==> config.mk <==
export PLATFORM = sky130hd
export DESIGN_NAME = leds_v1
export DESIGN_NICKNAME = d
export VERILOG_FILES = /design/src/rtl/leds_pkg.sv /design/src/rtl/leds_axil_if.sv /design/src/rtl/leds_v1.sv
export SDC_FILE = /design/constraint.sdc
export NUM_CORES = 1
export LEC_CHECK = 0
export BUFFER_PORTS_ARGS = -buffer_cell sky130_fd_sc_hd__buf_2
export CORE_ASPECT_RATIO = 1.5
export CORE_UTILIZATION = 51
export DETAILED_ROUTE_END_ITERATION = 16
export PLACE_DENSITY = 0.86
export SETUP_SLACK_MARGIN = 0.15
export SLEW_MARGIN = 20
export SYNTH_ARGS = -nofsm -noshare
export SYNTH_HDL_FRONTEND = slang
export SYNTH_SLANG_ARGS = --single-unit
==> constraint.sdc <==
create_clock -name s00_axi_aclk -period 3.1 [get_ports s00_axi_aclk]
set_input_delay 0.31 -clock s00_axi_aclk [delete_from_list [all_inputs] [get_ports s00_axi_aclk]]
set_output_delay 0.31 -clock s00_axi_aclk [all_outputs]
set_load 0.02 [all_outputs]
==> src/rtl/leds_pkg.sv <==
// leds_pkg: register map, response code and field widths shared by the leds_v1 AXI4-Lite LED peripheral.
package leds_pkg;

    localparam logic [3:0] ADDR_LED_DATA   = 4'h0;
    localparam logic [3:0] ADDR_LED_TOGGLE = 4'h4;
    localparam logic [3:0] ADDR_INFO       = 4'h8;
    localparam logic [3:0] ADDR_SCRATCH    = 4'hC;

    localparam logic [1:0] RESP_OKAY = 2'b00;

    localparam int INFO_W = 8;

    typedef enum logic [1:0] {
        REG_LED_DATA   = ADDR_LED_DATA[3:2],
        REG_LED_TOGGLE = ADDR_LED_TOGGLE[3:2],
        REG_INFO       = ADDR_INFO[3:2],
        REG_SCRATCH    = ADDR_SCRATCH[3:2]
    } reg_idx_t;

    function automatic reg_idx_t word_index(input logic [3:0] byte_addr);
        return reg_idx_t'(byte_addr[3:2]);
    endfunction

endpackage

==> src/rtl/leds_axil_if.sv <==
// leds_axil_if: AXI4-Lite slave handshake engine; turns bus transactions into single-cycle
// register write/read strobes with a latched word index.
module leds_axil_if
    import leds_pkg::*;
#(
    parameter int DATA_W = 32,
    parameter int ADDR_W = 4
) (
    input  logic                clk,
    input  logic                rst_n,
    input  logic [ADDR_W-1:0]   awaddr,
    input  logic                awvalid,
    output logic                awready,
    input  logic [DATA_W-1:0]   wdata,
    input  logic [DATA_W/8-1:0] wstrb,
    input  logic                wvalid,
    output logic                wready,
    output logic [1:0]          bresp,
    output logic                bvalid,
    input  logic                bready,
    input  logic [ADDR_W-1:0]   araddr,
    input  logic                arvalid,
    output logic                arready,
    output logic [DATA_W-1:0]   rdata,
    output logic [1:0]          rresp,
    output logic                rvalid,
    input  logic                rready,
    output logic                wr_en,
    output logic [1:0]          wr_idx,
    output logic [DATA_W-1:0]   wr_data,
    output logic [DATA_W/8-1:0] wr_strb,
    output logic                rd_en,
    output logic [1:0]          rd_idx,
    input  logic [DATA_W-1:0]   rd_data
);

    logic              awready_q, awready_d;
    logic              wready_q, wready_d;
    logic              aw_en_q, aw_en_d;
    logic              bvalid_q, bvalid_d;
    logic [1:0]        awidx_q, awidx_d;
    logic              arready_q, arready_d;
    logic [1:0]        aridx_q, aridx_d;
    logic              rvalid_q, rvalid_d;
    logic [DATA_W-1:0] rdata_q, rdata_d;

    logic wr_accept;
    logic wr_fire;
    logic rd_accept;

    // Write channel: AW and W are only taken together, and aw_en blocks a new
    // accept until the previous response has been consumed.
    always_comb begin
        wr_accept = awvalid & wvalid & ~awready_q & aw_en_q;
        wr_fire   = awready_q & wready_q;

        awready_d = wr_accept;
        wready_d  = wr_accept;
        awidx_d   = awidx_q;
        aw_en_d   = aw_en_q;
        bvalid_d  = bvalid_q;

        if (wr_accept) begin
            awidx_d = word_index(awaddr[3:0]);
            aw_en_d = 1'b0;
        end else if (bvalid_q && bready) begin
            aw_en_d = 1'b1;
        end

        if (wr_fire) begin
            bvalid_d = 1'b1;
        end else if (bvalid_q && bready) begin
            bvalid_d = 1'b0;
        end
    end

    // Read channel: one read in flight; rdata is captured on the arready cycle
    // so it reflects register contents before any write landing on the same edge.
    always_comb begin
        rd_accept = arvalid & ~arready_q & ~rvalid_q;

        arready_d = rd_accept;
        aridx_d   = aridx_q;
        rvalid_d  = rvalid_q;
        rdata_d   = rdata_q;

        if (rd_accept) begin
            aridx_d = word_index(araddr[3:0]);
        end

        if (arready_q) begin
            rvalid_d = 1'b1;
            rdata_d  = rd_data;
        end else if (rvalid_q && rready) begin
            rvalid_d = 1'b0;
        end
    end

    always_ff @(posedge clk or negedge rst_n) begin
        if (!rst_n) begin
            awready_q <= 1'b0;
            wready_q  <= 1'b0;
            aw_en_q   <= 1'b1;
            bvalid_q  <= 1'b0;
            awidx_q   <= 2'b00;
            arready_q <= 1'b0;
            aridx_q   <= 2'b00;
            rvalid_q  <= 1'b0;
            rdata_q   <= '0;
        end else begin
            awready_q <= awready_d;
            wready_q  <= wready_d;
            aw_en_q   <= aw_en_d;
            bvalid_q  <= bvalid_d;
            awidx_q   <= awidx_d;
            arready_q <= arready_d;
            aridx_q   <= aridx_d;
            rvalid_q  <= rvalid_d;
            rdata_q   <= rdata_d;
        end
    end

    assign awready = awready_q;
    assign wready  = wready_q;
    assign bresp   = RESP_OKAY;
    assign bvalid  = bvalid_q;
    assign arready = arready_q;
    assign rdata   = rdata_q;
    assign rresp   = RESP_OKAY;
    assign rvalid  = rvalid_q;

    assign wr_en   = wr_fire;
    assign wr_idx  = awidx_q;
    assign wr_data = wdata;
    assign wr_strb = wstrb;
    assign rd_en   = arready_q;
    assign rd_idx  = aridx_q;

    logic unused_if;
    assign unused_if = &{1'b0, awaddr, araddr};

endmodule

==> src/rtl/leds_v1.sv <==
// leds_v1: AXI4-Lite LED peripheral with LED_DATA, LED_TOGGLE, INFO and SCRATCH registers.
// Build option: define LEDS_ACTIVE_LOW_EN to drive the leds output inverted (active-low boards).
module leds_v1
    import leds_pkg::*;
#(
    parameter int C_NUM_OF_LEDS        = 4,
    parameter int C_S00_AXI_DATA_WIDTH = 32,
    parameter int C_S00_AXI_ADDR_WIDTH = 4
) (
    input  logic                                s00_axi_aclk,
    input  logic                                s00_axi_aresetn,
    output logic [C_NUM_OF_LEDS-1:0]            leds,
    input  logic [C_S00_AXI_ADDR_WIDTH-1:0]     s00_axi_awaddr,
    input  logic [2:0]                          s00_axi_awprot,
    input  logic                                s00_axi_awvalid,
    output logic                                s00_axi_awready,
    input  logic [C_S00_AXI_DATA_WIDTH-1:0]     s00_axi_wdata,
    input  logic [C_S00_AXI_DATA_WIDTH/8-1:0]   s00_axi_wstrb,
    input  logic                                s00_axi_wvalid,
    output logic                                s00_axi_wready,
    output logic [1:0]                          s00_axi_bresp,
    output logic                                s00_axi_bvalid,
    input  logic                                s00_axi_bready,
    input  logic [C_S00_AXI_ADDR_WIDTH-1:0]     s00_axi_araddr,
    input  logic [2:0]                          s00_axi_arprot,
    input  logic                                s00_axi_arvalid,
    output logic                                s00_axi_arready,
    output logic [C_S00_AXI_DATA_WIDTH-1:0]     s00_axi_rdata,
    output logic [1:0]                          s00_axi_rresp,
    output logic                                s00_axi_rvalid,
    input  logic                                s00_axi_rready
);

    localparam int DATA_W = C_S00_AXI_DATA_WIDTH;
    localparam int STRB_W = DATA_W / 8;
    localparam int N      = C_NUM_OF_LEDS;

`ifdef LEDS_ACTIVE_LOW_EN
    localparam logic [N-1:0] LED_POLARITY = '1;
`else
    localparam logic [N-1:0] LED_POLARITY = '0;
`endif

    // Reset asserts asynchronously but releases two clocks later, synchronously.
    logic [1:0] rst_sync_q, rst_sync_d;
    logic       rst_n;

    always_comb rst_sync_d = {rst_sync_q[0], 1'b1};

    always_ff @(posedge s00_axi_aclk or negedge s00_axi_aresetn) begin
        if (!s00_axi_aresetn) begin
            rst_sync_q <= 2'b00;
        end else begin
            rst_sync_q <= rst_sync_d;
        end
    end

    assign rst_n = rst_sync_q[1];

    logic              wr_en;
    logic [1:0]        wr_idx;
    logic [DATA_W-1:0] wr_data;
    logic [STRB_W-1:0] wr_strb;
    logic              rd_en;
    logic [1:0]        rd_idx;
    logic [DATA_W-1:0] rd_word;

    leds_axil_if #(
        .DATA_W (DATA_W),
        .ADDR_W (C_S00_AXI_ADDR_WIDTH)
    ) u_axil_if (
        .clk     (s00_axi_aclk),
        .rst_n   (rst_n),
        .awaddr  (s00_axi_awaddr),
        .awvalid (s00_axi_awvalid),
        .awready (s00_axi_awready),
        .wdata   (s00_axi_wdata),
        .wstrb   (s00_axi_wstrb),
        .wvalid  (s00_axi_wvalid),
        .wready  (s00_axi_wready),
        .bresp   (s00_axi_bresp),
        .bvalid  (s00_axi_bvalid),
        .bready  (s00_axi_bready),
        .araddr  (s00_axi_araddr),
        .arvalid (s00_axi_arvalid),
        .arready (s00_axi_arready),
        .rdata   (s00_axi_rdata),
        .rresp   (s00_axi_rresp),
        .rvalid  (s00_axi_rvalid),
        .rready  (s00_axi_rready),
        .wr_en   (wr_en),
        .wr_idx  (wr_idx),
        .wr_data (wr_data),
        .wr_strb (wr_strb),
        .rd_en   (rd_en),
        .rd_idx  (rd_idx),
        .rd_data (rd_word)
    );

    logic [DATA_W-1:0] byte_mask;

    for (genvar gi = 0; gi < STRB_W; gi++) begin : g_byte_mask
        assign byte_mask[gi*8 +: 8] = {8{wr_strb[gi]}};
    end

    logic [N-1:0]      led_data_q, led_data_d;
    logic [DATA_W-1:0] scratch_q, scratch_d;
    logic [N-1:0]      leds_q, leds_d;

    // Toggle writes only flip bits whose byte lane is enabled.
    always_comb begin
        led_data_d = led_data_q;
        scratch_d  = scratch_q;
        if (wr_en) begin
            case (reg_idx_t'(wr_idx))
                REG_LED_DATA:   led_data_d = (led_data_q & ~byte_mask[N-1:0])
                                           | (wr_data[N-1:0] & byte_mask[N-1:0]);
                REG_LED_TOGGLE: led_data_d = led_data_q ^ (wr_data[N-1:0] & byte_mask[N-1:0]);
                REG_SCRATCH:    scratch_d  = (scratch_q & ~byte_mask) | (wr_data & byte_mask);
                default:        ;
            endcase
        end
        leds_d = led_data_d ^ LED_POLARITY;
    end

    always_comb begin
        rd_word = '0;
        case (reg_idx_t'(rd_idx))
            REG_LED_DATA: rd_word[N-1:0]      = led_data_q;
            REG_INFO:     rd_word[INFO_W-1:0] = INFO_W'(N);
            REG_SCRATCH:  rd_word             = scratch_q;
            default:      ;
        endcase
    end

    always_ff @(posedge s00_axi_aclk or negedge rst_n) begin
        if (!rst_n) begin
            led_data_q <= '0;
            scratch_q  <= '0;
            leds_q     <= LED_POLARITY;
        end else begin
            led_data_q <= led_data_d;
            scratch_q  <= scratch_d;
            leds_q     <= leds_d;
        end
    end

    assign leds = leds_q;

    logic unused_top;
    assign unused_top = &{1'b0, s00_axi_awprot, s00_axi_arprot, rd_en};

endmodule

# Word level (Yosys, flattened, before mapping)
# Index checks and enable logic that the tools add are counted.
# W data, S select, Z words.
# classes
n_eq_ne	4
n_bitwise	17
n_mux	10
n_reduce_logical	10
# ops
op	count
$and A32 B32 Y32	2
$not A32 Y32	1
$or A32 B32 Y32	1
$mux W24	1
$pmux W4 S3	1
$and A4 B4 Y4	2
$pmux W4 S2	1
$reduce_bool A2 Y1	4
$eq A2 B2 Y1 const B	3
$mux W1	6
$and A1 B1 Y1	5
$logic_not A2 Y1	2
$mux W4	1
$not A4 Y4	1
$or A4 B4 Y4	1
$reduce_and A2 Y1	2
$xor A4 B4 Y4	1
$not A1 Y1	3
$eq A2 B1 Y1 const B	1
$logic_and A1 B1 Y1	2
# word_totals
register_bits	79
input_bits	57
elab_cells	52

# Logic depth before layout (Yosys ltp)
# logic_depth
ltp_word	4
mapped_depth	5
ltp_nobuf	3

# Modules after synthesis
# Synthesis repeated with hierarchy kept, for this count alone.
# unflattened
hier_cells	274
hier_area_um2	3772.4
# modules_own_cells
mod	area_per_inst_um2	cells_each	seq_area_each_um2	n_inst
leds_v1	1903.1	139	950.9	1
leds_axil_if	1869.3	135	1027.2	1

# Worst setup path after synthesis
# OpenSTA, ideal clock, no wires.
# synth_path
path_type	register to register
from	register u_axil_if.awready_q, in the netlist u_axil_if.awready
to	register with a tool-made name
t_arrival_ps	1247
path_buffers	1
path_stages_with_launch	5
path_slack_ps	1728
required_time_ps	2975
path_cell_list	dfrtp_1 > and3_4 > buf_12 > nand2_8 > mux2_4
# synth_lines
element	line	source
start: declaration	leds_axil_if.sv:37	logic awready_q, awready_d;
start signal: assignment	leds_axil_if.sv:111	awready_q <= awready_d;

# Final worst setup path
# layout_path
from	register u_axil_if.arready_q, in the netlist u_axil_if.arready
to	output s00_axi_arready
# layout_lines
element	line	source
start: declaration	leds_axil_if.sv:42	logic arready_q, arready_d;
start signal: assignment	leds_axil_if.sv:116	arready_q <= arready_d;
end: declaration	leds_v1.sv:27	output logic s00_axi_arready,
# No word-level cell between the ends.

==> impl_metrics.yaml <==
setup_path:
  criticalPathCategory: "reg -> out"
  worst_setup_path_end_kind: "output pin"
  worstSetupStartpointType: "flip-flop"
  regToRegStartpoint: "u_axil_if.rd_idx[1]$_DFFE_PN0P_"
  reg2reg_setup_slack_ns: 1.49
  crit_path_max_fanout: 66
  reg2reg_to: "u_axil_if.rdata[26]$_DFFE_PN0P_"
  worstPathCellList: "buf_4 > buf_2"
  max_stage_delay_ns: 0.50
  cp.required_ns: 2.79
  r2r_cells: 2
  crit_slowest_cell: "buf_4"
  arrival_ns: 1.48
final_layout:
  drive_gt1_share_pct: 40.83
  regArea_um2: 1983
  syn_to_final_growth_pct: 20.53
  insertedDiodeCount: 0
  multi_input_area_um2: 1134
  fin_cells: 434
  nFillCells: 498
  fin_nets: 412
synthesis:
  syn_area_um2: 3333
  ys_seq_area_share_pct: 59.35
  synth_cells: 269
  yosysUniqueCellTypes: 28
  syn_area_per_cell_um2: 12.39
  ys_ff_latch: 79
  ys_warn_count: 0
global_routing:
  grt_usage_pct: 20.07
  grt_pass1_wl_mm: 10.09
  overflow: 0
  antenna_found_initial: 0
  grt_pass1_vias: 2225
  grt_max_degree: 78
die:
  initial_core_util_pct: 53.60
  top_level_ports: 102
  die_area_um2: 6870
  rows: 35
  dieWidth_um: 68.01
  fp.coreArea_um2: 6218
  fp.dieH_um: 101.0
routing:
  dr.first_iter.drc_count: 69
  vias: 2174
  route.detailed.drc: 0
  vias_per_cell: 5.009
  finalWirelength_mm: 6.144
  wire_per_inst_um: 14.16
  dr.pass1.iters: 4
  ant_nets: 0
pwr:
  power_leakage_nw: 2.104
  powerDensity_nw_per_um2: 549.2
  ir_worst_vdd_mv: 0.3102
sta:
  grt_setup_unrepaired: "no"
  fin_crit_ns: 1.793
  setup_tns_ns: 0
  period_share_pct: 57.85
  slew_headroom_pct: 31.69
  fmax_ghz: 0.5577
  tightestPinTransition_ns: 1.022
  finalHoldViolCount: 0
  drv_slew: 0
  setup_viol: 0
  fin_skew_ns: 0.009846
min_path:
  holdPathStages: 3
  holdPathEnd: "u_axil_if.rd_idx[0]$_DFFE_PN0P_"
  hold_class: "in -> reg"
  min-delay-start: "s00_axi_araddr[2]"
clocking:
  h-tree-depth: 3
  clkTransAtPathRegs_ns: 0.08
  cts_buffer_depth: 2
  clock_sinks: 79
  cts-resized-gates: 0
  root_buffer: "clkbuf_8"
  cts_hold_buf: 1
  worstSkewPairLatency_ns: 0.34
  cts-buffers-inserted: 9
  post_cts_buffers: 0
  cts_tree: "built"
place:
  dpl.hpwl_mm: 4.154
  gp_congestion: 0.7700
  port_buffers: 87
  post-place-cells: 417
status:
  status: "complete, no violations"
flow_run:
  drv_cap: 0
## worst max-delay path by stage
stage | to | slack (ns) | start | cells after the start
floorplan | asynchronous set/reset pin | 0.74 | rst_sync_q[1]$_DFF_PN0_ | 0
global placement | u_axil_if.rdata[18]$_DFFE_PN0P_ | 1.52 | u_axil_if.rd_idx[0]$_DFFE_PN0P_ | 2
detailed placement | u_axil_if.rdata[30]$_DFFE_PN0P_ | 1.46 | u_axil_if.rd_idx[1]$_DFFE_PN0P_ | 2
CTS | s00_axi_arready | 1.27 | u_axil_if.arready$_DFF_PN0_ | 2
global route | s00_axi_arready | 1.21 | u_axil_if.arready$_DFF_PN0_ | 2
finish | s00_axi_arready | 1.31 | u_axil_if.arready$_DFF_PN0_ | 2
## cell usage in the layout (no fill, tap or decap)
cell type       n
buf_2          87
dfrtp_1        76
inv_1          33
nand2_1        32
mux2_4         32
o22ai_1        28
a21oi_1        11
clkbuf_8       11
o21ai_0         8
conb_1          5
nor2_1          4
nand2_8         4
nand3_1         4
a22oi_1         3
mux2_2          3
a21o_1          2
bufinv_16       2
clkinvlp_4      2
nand4b_1        1
nor3b_1         1
and2_1          1
nor2b_1         1
o221ai_1        1
and3_4          1
and3b_1         1
clkinv_2        1
dlygate4sd3_1   1
buf_4           1
dfrtp_4         1
dfrtp_2         1
dfstp_2         1
## power breakdown
group / internal, mW / switching [mW] / total [mW]
sequential: 1.07 / 0.0457 / 1.11
clock: 0.496 / 0.359 / 0.855
combinational: 0.0757 / 0.163 / 0.239
total: 1.64 / 0.568 / 2.21
## synth_stat cells
cell type | count | area [µm²]
nand2_8 | 4 | 80.08
inv_1 | 33 | 123.9
a21oi_1 | 11 | 55.05
mux2_2 | 3 | 33.78
buf_4 | 5 | 37.54
nand2_1 | 32 | 120.1
o21ai_0 | 8 | 40.04
nor3b_1 | 1 | 7.510
dfrtp_1 | 78 | 1952
o221ai_1 | 1 | 8.760
clkbuf_1 | 2 | 7.510
a21o_1 | 2 | 15.01
dfstp_2 | 1 | 26.28
and3b_1 | 1 | 8.760
nor2_1 | 4 | 15.01
and2_1 | 1 | 6.260
and3_4 | 1 | 11.26
a22oi_1 | 3 | 22.52
nand4b_1 | 1 | 8.760
buf_1 | 6 | 22.52
buf_6 | 1 | 11.26
mux2_4 | 32 | 480.5
nand3_1 | 4 | 20.02
nor2b_1 | 1 | 6.260
conb_1 | 2 | 7.510
o22ai_1 | 28 | 175.2
buf_2 | 2 | 10.01
buf_12 | 1 | 20.02
## cell families after synthesis
kind of cell,count (synthesis),share of synthesized area (%)
multiplexers,35,15.43
other,2,0.2253
buffers and inverters,50,6.982
AND/OR/NAND/NOR,50,8.522
AO/OA/AOI/OAI,53,9.497
flip-flops,79,59.35
## per-layer routing
metal / GRT usage (%) / vias to the layer above / wire, µm / part of all wire, %
met5: 0 / - / 0 / 0
met4: 8.814 / 0 / 118 / 1.9
met3: 4.864 / 11 / 240 / 3.9
met2: 32.88 / 57 / 3146 / 51
met1: 24.51 / 1039 / 2639 / 43
li1: - / 1067 / - / -
## cell type report
type,instances,area share (%)
flip-flops and latches,79,49.36
multi-input cells,143,28.22
repair buffers,89,11.27
clock buffers,11,3.768
inverters,33,3.083
well taps,74,2.305
clock inverters,5,1.993
## worst max-delay path: cells and delay by family, from the launching register on
kind	cells	cell delay, ns
flip-flops	1	0.36
buffers and inverters	2	0.78
## metrics by stage
stage / area, µm² / util (%) / setup slack (ns) / hold WS, ns / total power, mW
after global placement: 3776 / 60.72 / 1.523 / 0.09464 / 1.368
after detailed placement: 3776 / 60.72 / 1.464 / 0.09542 / 1.375
after CTS: 4018 / 64.61 / 1.267 / 0.1656 / 2.238
after global routing: 4018 / 64.61 / 1.206 / 0.1804 / 2.305
after floorplan: 3344 / - / 0.7387 / 0.01441 / 1.278
final: 4018 / 64.61 / 1.307 / 0.1813 / 2.207
Power figures use the tool's default switching activity.
